===== config.mk =====
export PLATFORM = sky130hd
export DESIGN_NAME = sort7_stream_flat
export DESIGN_NICKNAME = d
export VERILOG_FILES = /design/src/rtl/sort7_stream_if.sv /design/src/rtl/sort7_stream.sv /design/src/flat_wrapper.sv
export SDC_FILE = /design/constraint.sdc
export NUM_CORES = 1
export LEC_CHECK = 0
export CAP_MARGIN = 25
export CORE_ASPECT_RATIO = 2
export CORE_UTILIZATION = 55
export DETAILED_ROUTE_END_ITERATION = 12
export PLACE_DENSITY = 0.74
export SYNTH_ARGS = -nofsm -noshare
export SYNTH_HDL_FRONTEND = slang
export SYNTH_SLANG_ARGS = --single-unit

===== constraint.sdc =====
create_clock -name clk -period 3 [get_ports clk]
set_input_delay 0.9 -clock clk [delete_from_list [all_inputs] [get_ports clk]]
set_output_delay 0.9 -clock clk [all_outputs]
set_load 0.02 [all_outputs]

===== src/rtl/sort7_stream_if.sv =====
// -----------------------------------------------------------------------------
// sort7_stream_if
// Stream bundle for the 7-entry sorter: one ready/valid input stream and one
// ready/valid output stream with an end-of-batch marker.
//
// Handshake rule (both streams): a beat transfers on a rising clock edge where
// valid and ready are both high. The sender holds data stable while valid is
// high and ready is low; ready may be high without valid and never depends
// combinationally on valid.
//
// Signals
//   in_valid  : producer -> sorter, in_data is valid
//   in_ready  : sorter -> producer, sorter accepts a value this cycle
//   in_data   : producer -> sorter, unsigned W-bit value
//   out_valid : sorter -> consumer, out_data holds the next sorted value
//   out_ready : consumer -> sorter, consumer takes out_data this cycle
//   out_data  : sorter -> consumer, largest remaining value
//   out_last  : sorter -> consumer, marks the smallest (final) value of a batch
//
// Modports
//   slave  : the sorter side
//   master : the producer/consumer (environment) side
// -----------------------------------------------------------------------------
interface sort7_stream_if #(
  parameter int W = 8
) ();
  logic         in_valid;
  logic         in_ready;
  logic [W-1:0] in_data;
  logic         out_valid;
  logic         out_ready;
  logic [W-1:0] out_data;
  logic         out_last;

  modport slave (
    input  in_valid, in_data, out_ready,
    output in_ready, out_valid, out_data, out_last
  );

  modport master (
    output in_valid, in_data, out_ready,
    input  in_ready, out_valid, out_data, out_last
  );
endinterface


===== src/rtl/sort7_stream.sv =====
// -----------------------------------------------------------------------------
// sort7_stream
// Sequential N-entry (N = 7) insertion sorter. Values arrive one per cycle over
// the input stream and are kept in descending order in a register array. Once
// the Nth value is accepted the block drains the array largest-first over the
// output stream, then returns to loading. Load and drain never overlap.
//
// Ports
//   clk      : clock, all state updates on the rising edge
//   rst      : asynchronous, active-high reset
//   s        : stream bundle (slave side), see sort7_stream_if
//   busy     : high when entries are held or a drain is in progress
//   o_dbg_st : current FSM state (0 = LOAD, 1 = DRAIN)
//
// All outputs are decoded from registered state; there is no combinational
// path from any input to any output.
// -----------------------------------------------------------------------------
module sort7_stream #(
  parameter int W = 8,
  parameter int N = 7
) (
  input  logic            clk,
  input  logic            rst,
  sort7_stream_if.slave   s,
  output logic            busy,
  output logic            o_dbg_st
);

  localparam int CW = $clog2(N + 1);

  typedef enum logic {
    ST_LOAD  = 1'b0,
    ST_DRAIN = 1'b1
  } state_t;

  state_t          r_st;
  state_t          w_st_nxt;
  logic [CW-1:0]   r_count;
  logic [CW-1:0]   w_count_nxt;
  logic [W-1:0]    r_arr     [N];
  logic [W-1:0]    w_arr_nxt [N];

  // Insertion network: w_ge marks occupied entries that stay ahead of the new
  // value (>= keeps ties stable). Because the array is descending, w_ge is a
  // prefix of ones; the new value lands at the first zero and everything after
  // it moves down one slot.
  logic [N-1:0]    w_ge;
  logic [W-1:0]    w_ins     [N];

  always_comb begin
    w_ge = '0;
    for (int i = 0; i < N; i++) begin
      w_ge[i] = (CW'(i) < r_count) && (r_arr[i] >= s.in_data);
    end
  end

  always_comb begin
    for (int i = 0; i < N; i++) begin
      w_ins[i] = r_arr[i];
    end
    w_ins[0] = w_ge[0] ? r_arr[0] : s.in_data;
    for (int i = 1; i < N; i++) begin
      if (w_ge[i]) begin
        w_ins[i] = r_arr[i];
      end else if (w_ge[i-1]) begin
        w_ins[i] = s.in_data;
      end else begin
        w_ins[i] = r_arr[i-1];
      end
    end
  end

  // Next-state logic. in_ready is exactly (r_st == ST_LOAD) and out_valid is
  // exactly (r_st == ST_DRAIN), so the handshakes reduce to the other side's
  // valid/ready within each state.
  always_comb begin
    w_st_nxt    = r_st;
    w_count_nxt = r_count;
    for (int i = 0; i < N; i++) begin
      w_arr_nxt[i] = r_arr[i];
    end

    case (r_st)
      ST_LOAD: begin
        if (s.in_valid) begin
          for (int i = 0; i < N; i++) begin
            w_arr_nxt[i] = w_ins[i];
          end
          w_count_nxt = r_count + CW'(1);
          if (r_count == CW'(N - 1)) begin
            w_st_nxt = ST_DRAIN;
          end
        end
      end
      ST_DRAIN: begin
        if (s.out_ready) begin
          // Shift toward arr[0]; the vacated tail reads as zero so a later
          // load never sees stale data beyond count.
          for (int i = 0; i < N - 1; i++) begin
            w_arr_nxt[i] = r_arr[i+1];
          end
          w_arr_nxt[N-1] = '0;
          w_count_nxt    = r_count - CW'(1);
          if (r_count == CW'(1)) begin
            w_st_nxt    = ST_LOAD;
            w_count_nxt = '0;
          end
        end
      end
      default: begin
        w_st_nxt    = ST_LOAD;
        w_count_nxt = '0;
      end
    endcase
  end

  always_ff @(posedge clk or posedge rst) begin
    if (rst) begin
      r_st    <= ST_LOAD;
      r_count <= '0;
      for (int i = 0; i < N; i++) begin
        r_arr[i] <= '0;
      end
    end else begin
      r_st    <= w_st_nxt;
      r_count <= w_count_nxt;
      for (int i = 0; i < N; i++) begin
        r_arr[i] <= w_arr_nxt[i];
      end
    end
  end

  assign s.in_ready  = (r_st == ST_LOAD);
  assign s.out_valid = (r_st == ST_DRAIN);
  assign s.out_last  = (r_st == ST_DRAIN) && (r_count == CW'(1));
  assign s.out_data  = r_arr[0];
  assign busy        = (r_count != '0) || (r_st == ST_DRAIN);
  assign o_dbg_st    = r_st;

endmodule


===== src/flat_wrapper.sv =====
// flat-port wrapper written by rule: the top's interface ports become plain ports
module sort7_stream_flat 
#(
  parameter int W = 8,
  parameter int N = 7
)
  (clk, rst, busy, o_dbg_st, s_in_valid, s_in_data, s_out_ready, s_in_ready, s_out_valid, s_out_data, s_out_last);
  sort7_stream_if #(.W(W)) s_i ();
  input  logic clk;
  input  logic rst;
  output logic busy;
  output logic o_dbg_st;
  input wire logic [$bits(s_i.in_valid)-1:0] s_in_valid;
  input wire logic [$bits(s_i.in_data)-1:0] s_in_data;
  input wire logic [$bits(s_i.out_ready)-1:0] s_out_ready;
  output wire logic [$bits(s_i.in_ready)-1:0] s_in_ready;
  output wire logic [$bits(s_i.out_valid)-1:0] s_out_valid;
  output wire logic [$bits(s_i.out_data)-1:0] s_out_data;
  output wire logic [$bits(s_i.out_last)-1:0] s_out_last;
  assign s_i.in_valid = s_in_valid;
  assign s_i.in_data = s_in_data;
  assign s_i.out_ready = s_out_ready;
  assign s_in_ready = s_i.in_ready;
  assign s_out_valid = s_i.out_valid;
  assign s_out_data = s_i.out_data;
  assign s_out_last = s_i.out_last;
  sort7_stream #(.W(W), .N(N)) u_core (.clk(clk), .rst(rst), .s(s_i), .busy(busy), .o_dbg_st(o_dbg_st));
endmodule

==> results.yml, run 1 <==
placement:
  pre_cts_slack_ps: -559
  finalWeightedCongestion: 0.926
  detailed_place_hpwl_um: 10900
  place_inst: 669
  dpl_cell_area_um2: 5590
  portBuffers: 24
finish:
  antenna_cells: 0
  final_cells: 688
  design_area_um2: 6190
  nets: 656
  area_growth_pct: 28.3
  layout-drive-gt1-share: 0.265
  final_util: 0.720
timing:
  finalHoldViolCount: 0
  tns_ps: 0
  slew_violations: 0
  fin_worst_skew_ps: 6.90
  worst_slack_ps: 51.1
  finalSetupViolCount: 0
  tightest_slew_ps: 533
  min_period_ps: 2950
  max_slew_margin: 0.645
  fmax_ghz: 0.339
  finalCritPeriodShare: 0.983
pwr:
  p_leak_nw: 2.99
  powerDensity_nw_per_um2: 1140
  ir_worst_vdd_uv: 525
die:
  die_area_um2: 9170
  start_util: 0.561
  die_w_um: 68.2
  num_io_pins: 25
  die_h_um: 134
  row_count: 48
  core_um2: 8590
logic_synthesis:
  syn_area_per_cell_um2: 9.49
  synthArstFlopShare: 1.00
  ys_seq_area_frac: 0.311
  synth_cell_type_count: 54
  synth_seq_cells: 60
  synth-edff-count: 0
  ys.flop_type: "dfrtp_1"
  yosysWarningCount: 0
  synth_area_um2: 4820
  synth.net_count: 581
  syn_inst: 508
clock_network:
  cts_buffer_depth: 2
  clk_latency_ps: 340
  clk_pin_slew_ps: 60
  h-tree-depth: 3
  cts-root-buf: "clkbuf_16"
  cts_made_buffers: 9
  cts_tree: "done"
  numClockSinks: 60
  ctsHoldBuffers: 0
drt:
  drtAntennaViolNets: 0
  routed_wl_um: 15300
  drt-pass1-iter-count: 5
  via_per_inst: 6.69
  drc: 0
  first_iter_violations: 453
  num_vias: 4605
  wl_per_cell_um: 22.3
worst_setup_path:
  cpLargestDelayFamily: "buffers and inverters"
  cp_max_fo: 8
  critical_path.max_stage_delay_ps: 490
  worst_ep_arrival_time_ps: 3170
  path_cells: "clkdlybuf4s50_1 -> inv_2 -> buf_4 -> ha_1 -> o21a_1 -> nor2_2 -> o31ai_2 -> nand2b_1 -> buf_12 -> mux2i_1 -> a32o_1"
  cp_num_buf_inv: 4
  required_ps: 3220
  crit_slowest_cell: "clkdlybuf4s50_1"
  start_kind: "input port"
  end_kind: "flop"
  criticalPathCategory: "input port to flop"
global_routing:
  antenna_found_initial: 0
  grt_usage: 0.362
  grt-ovfl-total: 0
  grt_pass1_wl_um: 23900
  first_global_vias: 4755
  grt_max_degree: 61
status:
  status: "completed"
min_path:
  worstHoldPathType: "flop to flop"
flow_run:
  drv_cap: 0
==> stage by stage <==
stage | power (mW) | hold WS, ps
2_1_floorplan | 4.16 | 487
3_3_place_gp | 5.36 | 518
3_5_place_dp | 5.52 | 539
4_1_cts | 6.80 | 551
5_1_grt | 7.51 | 568
6_report | 7.07 | 557
==> cell families (layout without fill, tap and decap cells) <==
logic type / count (synthesis) / in the layout / synth area share
AOI/OAI and AO/OA: 160 / 160 / 0.247
adders and majority gates: 61 / 61 / 0.158
buffers and inverters: 53 / 133 / 0.0540
DFF: 60 / 60 / 0.311
muxes: 49 / 49 / 0.106
and+or+nand+nor: 125 / 125 / 0.124
==> sequential cells by signal, indices dropped and copies added, names as in the netlist <==
| register | flops |
|---|---|
| u_core.o_dbg_st | 1 |
| u_core.r_count | 3 |
| u_core.s.out_data | 8 |
| u_core.r_arr | 48 |
==> cell type report <==
class                           count  area [um^2]
Clock inverter                      4         22.5
Multi-Input combinational cell    395         3290
Fill cell                         605         2400
Tap cell                          100          125
Timing Repair Buffer               98          902
Inverter                           19         73.8
Sequential cell                    60         1500
Clock buffer                       12          267
==> power by group <==
part / switching, mW / total (mW) / internal, mW
Sequential: 0.503 / 1.74 / 1.24
Combinational: 2.18 / 4.32 / 2.14
Clock: 0.389 / 1.01 / 0.622
Total: 3.07 / 7.07 / 3.99
==> worst paths after layout <==
path                                        from                 to  slack (ps)  depth (start not counted)
worst max-delay path                s_in_data[3]   u_core.r_arr[11]          50                         11
max in group asynchronous                    rst   u_core.r_arr[17]        1750                          3
min in group asynchronous                    rst  u_core.r_count[2]         940                          3
worst min-delay path            u_core.r_arr[32]   u_core.r_arr[32]         560                          1
worst max register to register   u_core.r_arr[8]   u_core.r_arr[11]         650                         10
worst min register to register  u_core.r_arr[32]   u_core.r_arr[32]         560                          1
==> cells in the mapped netlist, types with 8 or more instances <==
cell type   n  area [um^2]
nand2_1    43          161
dfrtp_1    60         1500
a21oi_1    33          165
a32o_1     16          160
nor3_1     15         75.1
clkbuf_1   14         52.6
ha_1       61          763
or3_1      16          100
nand2b_1   10         62.6
mux2i_1    34          340
a21o_1     23          173
o31ai_1     8         60.1
mux2_2     15          169
o21ai_0    22          110
inv_1      18         67.6
buf_4      13         97.6
nor2_1     24         90.1
a31oi_1     9         56.3
==> what timing repair did <==
item,in CTS,in global routing
endpoints found under the setup margin,56,55
gates cloned,1,0
gates resized for setup,34,27
pin swaps,7,4
setup buffers,2,0
==> cells in the final DEF (no fill, tap or decap), types with 3 or more instances in the layout <==
cell type        count
a32o_1              16
buf_6                6
o31ai_2              4
and3_1               3
and2_4               3
a21oi_2              5
buf_4               62
nor2_1              22
a21oi_1             31
inv_2                8
clkbuf_16            9
clkbuf_8             3
a31oi_1              7
dfrtp_1             60
mux2i_1             34
mux2_2              15
o21ai_1              8
o31ai_1              6
a2bb2oi_1            7
clkdlybuf4s50_1     19
ha_4                 4
nand2_1             43
buf_12               5
a2111oi_4            3
a21o_1              23
o21a_1               7
o21ai_0             16
nor3_1              14
nand2b_1             7
clkinv_2             3
or3_1               16
nand4_1              3
inv_1               10
o2111a_1             6
dlygate4sd2_1        3
ha_1                57
==> layer usage <==
layer  up-vias  wire length [um]  global-route usage
li1       2062                 -                   -
met1      2243              5320               0.381
met2       217              8040               0.576
met3        83               873              0.0961
met4         0              1090               0.294
met5         -                 0                   0
Note: power is estimated with default switching activity, not from simulation.
==> run 2, diff against run 1 <==
--- a/config.mk
+++ b/config.mk
@@ -7,9 +7,9 @@
 export LEC_CHECK = 0
 export CAP_MARGIN = 25
 export CORE_ASPECT_RATIO = 2
-export CORE_UTILIZATION = 55
+export CORE_UTILIZATION = 49
 export DETAILED_ROUTE_END_ITERATION = 12
-export PLACE_DENSITY = 0.74
+export PLACE_DENSITY = 0.67
 export SYNTH_ARGS = -nofsm -noshare
 export SYNTH_HDL_FRONTEND = slang
 export SYNTH_SLANG_ARGS = --single-unit
==> results.yml, run 2 (same netlist as run 1, synthesis figures left out) <==
status:
  status: "completed"
worst_setup_path:
  criticalPathCategory: "input port to flop"
  cp-startpoint: "s_in_data[6]"
  required_ps: 3220
  crit_slowest_cell: "clkdlybuf4s50_1"
  path_cells: "clkdlybuf4s50_1 -> inv_2 -> buf_4 -> ha_1 -> nand2_2 -> nor4_4 -> a2bb2oi_4 -> buf_6 -> buf_4 -> nand2_1 -> a32o_1"
  cp_num_buf_inv: 5
  cpLargestDelayFamily: "buffers and inverters"
  end_kind: "flop"
  start_kind: "input port"
  cp_max_fo: 5
  critical_path.max_stage_delay_ps: 500
  cpMostUsedCell: "buf_4"
  r2r-start: "u_core.r_arr[8]"
  worst_ep_arrival_time_ps: 3160
clock_network:
  cts_buffer_depth: 2
  clk_pin_slew_ps: 50
  h-tree-depth: 3
  cts-root-buf: "clkbuf_16"
  clk_latency_ps: 330
  cts_tree: "done"
  cts_made_buffers: 9
  ctsHoldBuffers: 0
  numClockSinks: 60
die:
  row_count: 50
  start_util: 0.510
  die_h_um: 142
  num_io_pins: 25
  core_um2: 9450
  die_area_um2: 10300
  die_w_um: 72.1
drt:
  drtAntennaViolNets: 0
  num_vias: 4507
  routed_wl_um: 15300
  wl_per_cell_um: 21.0
  via_per_inst: 6.22
  drt-pass1-iter-count: 5
  first_iter_violations: 340
  drc: 0
finish:
  antenna_cells: 0
  final_cell_mix: "70 x buf_4, 60 x dfrtp_1, 55 x ha_1"
  largest_reg_flops: 48
  max_flop_register: "u_core.r_arr"
  final_common_cell: "buf_4"
  layout-drive-gt1-share: 0.272
  nets: 663
  area_growth_pct: 31.2
  final_cells: 725
  n_fill_cell: 721
flow_run:
  drv_cap: 0
placement:
  finalWeightedCongestion: 0.956
  detailed_place_hpwl_um: 11400
  place_inst: 708
  pre_cts_slack_ps: -673
  portBuffers: 24
min_path:
  worstHoldPathType: "flop to flop"
  hp-start: "u_core.r_count[0]"
timing:
  tightest_slew_ps: 744
  hold_ws_ps: 535
  finalSetupViolCount: 0
  fin_worst_skew_ps: 6.87
  worst_slack_ps: 57.1
  slew_violations: 0
  rsz0062_at_grt: "true"
  finalHoldViolCount: 0
  tns_ps: 0
  max_slew_margin: 0.499
  fmax_ghz: 0.340
  finalCritPeriodShare: 0.981
  min_period_ps: 2940
global_routing:
  grt_usage: 0.314
  grt-ovfl-total: 0
  grt_pass1_wl_um: 24200
  antenna_found_initial: 0
  first_global_vias: 4827
  grt_max_degree: 55
pwr:
  p_leak_nw: 3.01
  power.total_mw: 7.29
  powerDensity_nw_per_um2: 1150
  ir_worst_vdd_uv: 617
run 2: changes by cell type in the layout (fill, tap and decap cells not counted), moves of 4 or more:
cell     change
buf_4        +8
mux2i_1      -6
mux2i_2      +4
o21ai_0      +4
run 2: final timing paths:
kind | endpoint | slack [ps] | depth (start not counted)
min | u_core.r_count[0] | 540 | 1
min reg2reg | u_core.r_count[0] | 540 | 1
max in group asynchronous | u_core.r_arr[45] | 1650 | 3
min in group asynchronous | u_core.r_count[0] | 790 | 2
max reg2reg | u_core.r_arr[8] | 500 | 11
max | u_core.r_arr[32] | 60 | 11
run 2: layout make-up:
| cell class | count | area [um^2] | area share |
|---|---|---|---|
| inverter | 19 | 76.3 | 0.0121 |
| clock inverter | 4 | 95.1 | 0.0150 |
| clock buffer | 12 | 256 | 0.0405 |
| tap | 130 | 163 | 0.0257 |
| timing repair buffer | 105 | 927 | 0.147 |
| sequential | 60 | 1500 | 0.237 |
| multi-input combinational | 395 | 3310 | 0.523 |
run 2: per-layer routing:
layer / share of wire / wire length [um] / track usage
met5: 0 / 0 / 0
met4: 0.056 / 857 / 0.200
met3: 0.042 / 639 / 0.0489
met2: 0.55 / 8380 / 0.574
met1: 0.35 / 5380 / 0.321
run 2: what timing repair did:
action,CTS,global route
hold endpoints to repair,0,0
setup buffers,0,0
cloned,0,1
endpoints found under the setup margin,56,50
pin swaps,2,10
resized for setup,19,41
run 2: power by group:
| part | internal [mW] | switching, mW | total, mW | leakage, nW |
|---|---|---|---|---|
| clock network | 0.855 | 0.367 | 1.22 | 0.173 |
| registers | 1.24 | 0.499 | 1.74 | 0.704 |
| logic | 2.15 | 2.18 | 4.33 | 2.13 |
| total | 4.25 | 3.04 | 7.29 | 3.01 |
run 2: worst register-to-register path, delay by kind of cell, from the launching register on:
family                   cells  cell delay, ps
AND/OR/NAND/NOR              1             220
buffers and inverters        4             640
flip-flops                   1             400
adder cells (fa/ha/maj)      1             230
AO/OA/AOI/OAI                5             950
run 2: through the flow:
| step | util | cell area, um^2 |
|---|---|---|
| 2_1_floorplan | - | 4820 |
| 3_3_place_gp | 0.602 | 5690 |
| 3_5_place_dp | 0.602 | 5690 |
| 4_1_cts | 0.649 | 6130 |
| 5_1_grt | 0.670 | 6330 |
| 6_report | 0.670 | 6330 |
